**src/rtl/cam_table_ctrl.sv**
```systemverilog
// Table manager sitting in front of a CAM: one request at a time, tracks
// entry occupancy in a bitmap, allocates the lowest free slot on insert.
module cam_table_ctrl #(
  parameter int DATA_WIDTH = 64,
  parameter int ADDR_WIDTH = 5
) (
  input  logic                  clk,
  input  logic                  rst,
  input  logic                  req_valid,
  output logic                  req_ready,
  input  logic [1:0]            req_op,
  input  logic [DATA_WIDTH-1:0] req_key,
  output logic                  resp_valid,
  input  logic                  resp_ready,
  output logic [1:0]            resp_status,
  output logic [ADDR_WIDTH-1:0] resp_addr,
  output logic [ADDR_WIDTH:0]   count,
  output logic [ADDR_WIDTH-1:0] cam_write_addr,
  output logic [DATA_WIDTH-1:0] cam_write_data,
  output logic                  cam_write_delete,
  output logic                  cam_write_enable,
  output logic [DATA_WIDTH-1:0] cam_compare_data,
  input  logic                  cam_write_busy,
  input  logic                  cam_match,
  input  logic [ADDR_WIDTH-1:0] cam_match_addr
);

  localparam int ENTRIES = 2**ADDR_WIDTH;

  localparam logic [1:0] OP_LOOKUP = 2'd0;
  localparam logic [1:0] OP_INSERT = 2'd1;
  localparam logic [1:0] OP_DELETE = 2'd2;

  localparam logic [1:0] ST_OK       = 2'd0;
  localparam logic [1:0] ST_NOTFOUND = 2'd1;
  localparam logic [1:0] ST_EXISTS   = 2'd2;
  localparam logic [1:0] ST_FULL     = 2'd3;

  typedef enum logic [2:0] {IDLE, CMP, EVAL, ISSUE, SETTLE, WAIT, RESP} state_t;

  state_t                  state, next_state;
  logic [1:0]              op_reg;
  logic [DATA_WIDTH-1:0]   key_reg;
  logic [ENTRIES-1:0]      valid_map;
  logic [ADDR_WIDTH-1:0]   free_addr;
  logic                    full;

  logic                    load_req, load_write, set_resp, commit;
  logic [ADDR_WIDTH-1:0]   write_addr_d;
  logic [1:0]              resp_status_d;
  logic [ADDR_WIDTH-1:0]   resp_addr_d;

  assign cam_compare_data = key_reg;
  assign req_ready        = (state == IDLE) && !cam_write_busy && !rst;
  assign full             = (count == (ADDR_WIDTH+1)'(ENTRIES));

  // Lowest-index clear bit; descending scan so the lowest index wins.
  always_comb begin
    free_addr = '0;
    for (int i = ENTRIES-1; i >= 0; i--)
      if (!valid_map[i]) free_addr = ADDR_WIDTH'(i);
  end

  always_ff @(posedge clk) begin
    if (rst) state <= IDLE;
    else     state <= next_state;
  end

  always_comb begin
    next_state       = state;
    load_req         = 1'b0;
    load_write       = 1'b0;
    set_resp         = 1'b0;
    commit           = 1'b0;
    write_addr_d     = '0;
    resp_status_d    = ST_OK;
    resp_addr_d      = '0;
    cam_write_enable = 1'b0;
    case (state)
      IDLE: if (req_valid && req_ready) begin
        load_req   = 1'b1;
        next_state = CMP;
      end
      // Match outputs lag cam_compare_data by one cycle.
      CMP: next_state = EVAL;
      EVAL: begin
        next_state = RESP;
        case (op_reg)
          OP_LOOKUP: begin
            set_resp      = 1'b1;
            resp_status_d = cam_match ? ST_OK : ST_NOTFOUND;
            resp_addr_d   = cam_match ? cam_match_addr : '0;
          end
          OP_INSERT: begin
            if (cam_match) begin
              set_resp      = 1'b1;
              resp_status_d = ST_EXISTS;
              resp_addr_d   = cam_match_addr;
            end else if (full) begin
              set_resp      = 1'b1;
              resp_status_d = ST_FULL;
            end else begin
              load_write   = 1'b1;
              write_addr_d = free_addr;
              next_state   = ISSUE;
            end
          end
          OP_DELETE: begin
            if (!cam_match) begin
              set_resp      = 1'b1;
              resp_status_d = ST_NOTFOUND;
            end else begin
              load_write   = 1'b1;
              write_addr_d = cam_match_addr;
              next_state   = ISSUE;
            end
          end
          default: begin
            set_resp      = 1'b1;
            resp_status_d = ST_FULL;
          end
        endcase
      end
      ISSUE: if (!cam_write_busy && !rst) begin
        cam_write_enable = 1'b1;
        next_state       = SETTLE;
      end
      // CAM may take a cycle to raise busy after the write strobe.
      SETTLE: next_state = WAIT;
      WAIT: if (!cam_write_busy) begin
        commit        = 1'b1;
        set_resp      = 1'b1;
        resp_status_d = ST_OK;
        resp_addr_d   = cam_write_addr;
        next_state    = RESP;
      end
      RESP: if (resp_valid && resp_ready) next_state = IDLE;
      default: next_state = IDLE;
    endcase
  end

  always_ff @(posedge clk) begin
    if (rst) begin
      op_reg           <= '0;
      key_reg          <= '0;
      valid_map        <= '0;
      count            <= '0;
      resp_valid       <= 1'b0;
      resp_status      <= '0;
      resp_addr        <= '0;
      cam_write_addr   <= '0;
      cam_write_data   <= '0;
      cam_write_delete <= 1'b0;
    end else begin
      if (load_req) begin
        op_reg  <= req_op;
        key_reg <= req_key;
      end
      if (load_write) begin
        cam_write_addr   <= write_addr_d;
        cam_write_data   <= key_reg;
        cam_write_delete <= (op_reg == OP_DELETE);
      end
      if (set_resp) begin
        resp_status <= resp_status_d;
        resp_addr   <= resp_addr_d;
      end
      // Guard on the bitmap so count tracks popcount even if the CAM disagrees.
      if (commit) begin
        if (cam_write_delete) begin
          valid_map[cam_write_addr] <= 1'b0;
          if (valid_map[cam_write_addr]) count <= count - 1'b1;
        end else begin
          valid_map[cam_write_addr] <= 1'b1;
          if (!valid_map[cam_write_addr]) count <= count + 1'b1;
        end
      end
      resp_valid <= (state == RESP) && !(resp_valid && resp_ready);
    end
  end

endmodule

```
**config.mk**
```make
export PLATFORM = sky130hd
export DESIGN_NAME = cam_table_ctrl
export DESIGN_NICKNAME = d
export VERILOG_FILES = /design/src/rtl/cam_table_ctrl.sv
export SDC_FILE = /design/constraint.sdc
export NUM_CORES = 1
export LEC_CHECK = 0
export CORE_MARGIN = 10
export CORE_UTILIZATION = 35
export CTS_CLUSTER_DIAMETER = 30
export CTS_CLUSTER_SIZE = 12
export DETAILED_ROUTE_END_ITERATION = 16
export GPL_ROUTABILITY_DRIVEN = 0
export GPL_TIMING_DRIVEN = 0
export PLACE_DENSITY = 0.62
export SLEW_MARGIN = 30
export SYNTH_ARGS = -nofsm -noshare
export SYNTH_HDL_FRONTEND = slang
export SYNTH_SLANG_ARGS = --single-unit
```
**constraint.sdc**
```tcl
create_clock -name clk -period 4.5 [get_ports clk]
set_clock_uncertainty 0.1 [all_clocks]
set_input_delay 0.45 -clock clk [delete_from_list [all_inputs] [get_ports clk]]
set_output_delay 0.45 -clock clk [all_outputs]
set_load 0.02 [all_outputs]
```
==> results by stage <==
Setup path:
- The category of the worst setup path capture point is a flip-flop.
- The signal on the critical path passes through inv_1 > ha_1 > and2_1 > clkbuf_1 > o211ai_1 > clkbuf_1 > a21oi_1 > o2bb2ai_1.
- In this design, the stage delay of the slowest critical-path cell is 830 ps.
- The number of stages on the worst setup path is 8.
- The beginning of the worst register-to-register path is op_reg[0].
- In this run the worst path has a maximum fanout of 10.
- The slowest stage of the critical path belongs to the cell sky130_fd_sc_hd__o211ai_1.
- The worst setup path is of the flip-flop to flip-flop kind.
- In this run the worst setup path terminates at cam_write_addr[0].
- The kind of cell with the highest combined delay along the critical path is compound AO/OA/AOI/OAI gates.
- The combined buffer and inverter count along the critical path is 3.
- STA puts the critical path data arrival time at 3210 ps.
- The number of cells traversed by the worst register-to-register path is 8.
- The launch point of the worst path is op_reg[0].
- The capturing point of the worst reg2reg path is cam_write_addr[0].
- The setup check on the worst reg-to-reg path leaves a slack of ~1500 ps.
- The worst setup path is launched from a flip-flop.
- The dominant cell type by count on the critical path is sky130_fd_sc_hd__clkbuf_1.
- The data required time of the critical path is 4750 ps.

Drt:
- The number of DRC violations after detailed-routing iteration 0 is 434.
- The number of vias per cell is between 5 and 6.
- The via total after detailed routing is around 7700.
- Dividing the detail-routed wire length by the instance count gives 17.72 microns.
- The final routed wirelength across all metal layers is 26.95 mm.
- The first TritonRoute pass finished after 7 iterations.
- The detail route stage leaves a number of antenna-violating nets equal to 0.
- The post-detailed-route DRC marker count is 0.

STA:
- The final-report setup violation count is 0.
- The final critical path time including I/O delays and setup is around 3000 ps.
- At the pin with the least slew margin, the transition time is 974.5 ps.
- Setup repair after global routing left no endpoint under its margin.
- The achievable clock frequency is 338.5 MHz.
- Setup total negative slack on the finished layout was measured at 0 ps.
- The worst path setup slack after routing is around 1500 ps.
- The final max-slew violation count is 0.
- Headroom to the max-slew limit came out at 34.74%.
- The number of hold-slack violations in the final timing report is 0.
- The share of the clock period used by the worst path after layout is 65.65%.
- The smallest hold slack is 353.5 ps.

Logic synthesis:
- The synthesized netlist devotes 1.549% of its cell area to adder and majority cells.
- The share of the Yosys chip area taken by registers is 47.77%.
- The post-synthesis xor/xnor area fraction is 0.5648%.
- The average instance area after synthesis is about 7.9 sq um.
- The post-synthesis mux area share is 3.905%.
- The basic-gate share of the synthesized area counting and, or, nand and nor cells is 23.46%.
- Summing the areas of all compound-gate instances in the mapped netlist gives 17.85% of the synthesized area.
- For this run, asynchronously set or reset flops after synthesis account for 0%.
- The combinational family with the most area after synthesis is simple AND/OR/NAND/NOR gates.
- The flop and latch count out of synthesis is 185.
- Synthesis produced a netlist whose cell count is 984.
- The number of warnings printed during yosys synthesis is 0.
- The count of flip-flops with a built-in enable after synthesis is 0.
- The net count of the mapped netlist is 1070.
- After synthesis the cells add up to 7754 sq um.
- The post-synthesis cell type count is 58.
- The most common flop cell mapped by yosys is sky130_fd_sc_hd__dfxtp_1.

GRT:
- The number of global-route vias before repair is 7258.
- After global routing the overflow that remains totals 0.
- In this run the most used layer during global routing was met2.
- Global routing consumed, on the met2 layer, 28.76% of the routing resources.
- The number of antenna violations at the first check in global routing is 1.
- Global routing used 22.22% of the available met1 tracks.
- The largest net degree at the start of global routing is 20.
- For this run, the total global-route usage over all layers was measured as 18.21%.
- The global routing usage on met3 is around 7.5%.
- The first global-routing pass estimated between 40 and 50 mm of wire.

CTS:
- TritonCTS built the clock tree.
- Buffers inserted during clock tree synthesis total 17.
- The count of clock tree sinks is 185.
- Buffers inserted to repair hold after CTS numbered 0.
- The master cell of the clock root buffer is sky130_fd_sc_hd__clkbuf_16.
- The maximum clock insertion buffer count is 2.
- After clock tree synthesis, the repair step resized 0 gates.
- The clock slew seen by the registers of the worst setup and hold paths is 80 ps.
- The source-to-sink clock delay at the later pin of the worst-skew pair is between 400 and 500 ps.
- The maximum level of the CTS H-tree is 4.
- After clock tree synthesis, the setup repair step added 0 buffers.

Hold path:
- The class of the worst hold path is flip-flop to flip-flop.

Placement:
- Summed over all nets, the half-perimeter wirelength after detailed placement is roughly 20 mm.
- The pre-CTS worst setup slack is 1347 ps.
- The number of placed cells counting well taps is roughly 1500.
- The number of port buffers is approximately 230.

Final layout:
- For this run, the number of standard cells in the final layout without fillers is between 1500 and 2000.
- The count of filler cells inserted in the layout is 2124.
- Of the cells placed in the final design, the portion with a size suffix greater than 1 is under 10%.
- The signed area change from the synthesized netlist to the final layout is 41.10%.
- After the last flow step, the layout net total stands at 1314.
- The repair_antennas step left the layout with diodes totalling 0.
- The library cell used most frequently in the layout, excluding fill and tap cells, is sky130_fd_sc_hd__nand2_1.
- The library cells used most frequently in the layout, excluding fill and tap cells, are 295 x sky130_fd_sc_hd__nand2_1, 225 x sky130_fd_sc_hd__clkdlybuf4s50_1, 185 x sky130_fd_sc_hd__dfxtp_1, 167 x sky130_fd_sc_hd__a21oi_1, 58 x sky130_fd_sc_hd__clkbuf_1.

Die:
- The placeable core region is 21820 sq um.
- The effective utilization at floorplan is 35.53%.
- The number of standard-cell rows in the floorplan is 54.
- Measured along the x axis, the die boundary spans 168.8 microns.
- The die is 168.8 microns tall.
- The area enclosed by the die boundary is 28510 sq um.
- The boundary pin count is 227.

Power and ir drop:
- The largest voltage drop on the vdd net is 248.8 uV.
- The total power is 3.501 mW.
- In this run the static leakage power is between 3 and 4 nW.
- In this run the power density over the cells is 320.0 nW/um^2.

Flow run:
- Across the run, the number of max-cap violations was 0.

Run status:
- The flow ran to the end, and the final reports show no timing, DRC or antenna violations.
==> cells by family (layout without fill, tap and decap cells) <==
group | count (synthesis) | count (layout)
simple gates | 420 | 420
compound gates | 251 | 251
flops | 185 | 185
buf+inv | 90 | 347
mux | 24 | 24
fa+ha+maj | 9 | 9
xor+xnor | 5 | 5
==> power by group <==
| part | internal [mW] | total (mW) | switching (mW) |
|---|---|---|---|
| Combinational | 0.146 | 0.321 | 0.174 |
| Clock | 0.757 | 1.49 | 0.733 |
| Sequential | 1.67 | 1.69 | 0.0227 |
| Total | 2.57 | 3.50 | 0.930 |
==> tightest hold or removal path, stage by stage, from the launching register on <==
cell and delay, ps:
sky130_fd_sc_hd__dfxtp_1 310, sky130_fd_sc_hd__nand2_1 50, sky130_fd_sc_hd__a21oi_1 50
==> through the flow <==
stage	cell area (sq um)	util (%)
3_5_place_dp	10360	47.45
4_1_cts	10940	50.13
3_3_place_gp	10360	47.45
6_report	10940	50.13
5_1_grt	10940	50.13
2_1_floorplan	7754	-
==> worst min-delay path by stage <==
| stage | start | endpoint | slack (ps) | depth (start not counted) |
|---|---|---|---|---|
| floorplan | flip-flop | flip-flop | 370 | 2 |
| global placement | cam_write_data[28] | cam_write_data[28] | 340 | 2 |
| detailed placement | cam_write_data[34] | cam_write_data[34] | 350 | 2 |
| CTS | cam_write_data[34] | cam_write_data[34] | 360 | 2 |
| global route | cam_write_data[34] | cam_write_data[34] | 370 | 2 |
| finish | cam_write_data[0] | cam_write_data[0] | 350 | 2 |
==> Yosys cell counts, types with 3 or more instances <==
cell type	count	area [sq um]
sky130_fd_sc_hd__nand2_1	295	1107
sky130_fd_sc_hd__dfxtp_1	185	3704
sky130_fd_sc_hd__a21oi_1	167	835.8
sky130_fd_sc_hd__clkbuf_1	58	217.7
sky130_fd_sc_hd__o21ai_0	42	210.2
sky130_fd_sc_hd__nor2_1	34	127.6
sky130_fd_sc_hd__or3_1	27	168.9
sky130_fd_sc_hd__mux2i_1	19	190.2
sky130_fd_sc_hd__inv_1	14	52.55
sky130_fd_sc_hd__nand3_1	13	65.06
sky130_fd_sc_hd__a31oi_1	10	62.56
sky130_fd_sc_hd__buf_2	10	50.05
sky130_fd_sc_hd__nand4_1	9	56.30
sky130_fd_sc_hd__ha_1	8	100.1
sky130_fd_sc_hd__nor3_1	7	35.03
sky130_fd_sc_hd__a211oi_1	6	45.04
sky130_fd_sc_hd__a22oi_1	6	45.04
sky130_fd_sc_hd__nor2b_1	6	37.54
sky130_fd_sc_hd__xnor2_1	5	43.79
sky130_fd_sc_hd__mux4_2	4	90.09
sky130_fd_sc_hd__and2_1	3	18.77
sky130_fd_sc_hd__and3_1	3	18.77
sky130_fd_sc_hd__buf_6	3	33.78
sky130_fd_sc_hd__nor3b_1	3	22.52
==> layer usage <==
metal  part of all wire [%]  vias up
met5                  0.048        -
met3                     10       29
met1                     42     3533
met2                     46      281
li1                       -     3813
met4                    1.5        2
==> area by class of cell <==
cell class / instances / area (sq um) / share of cell area, %
Timing Repair Buffer: 225 / 2252 / 20.59
Tap cell: 280 / 350.3 / 3.202
Buffer: 75 / 324.1 / 2.962
Multi-Input combinational cell: 709 / 3670 / 33.54
Sequential cell: 185 / 3704 / 33.85
Inverter: 15 / 56.30 / 0.5146
Clock buffer: 18 / 439.2 / 4.014
Clock inverter: 14 / 145.1 / 1.327
Note: power is estimated with default switching activity, not from simulation.
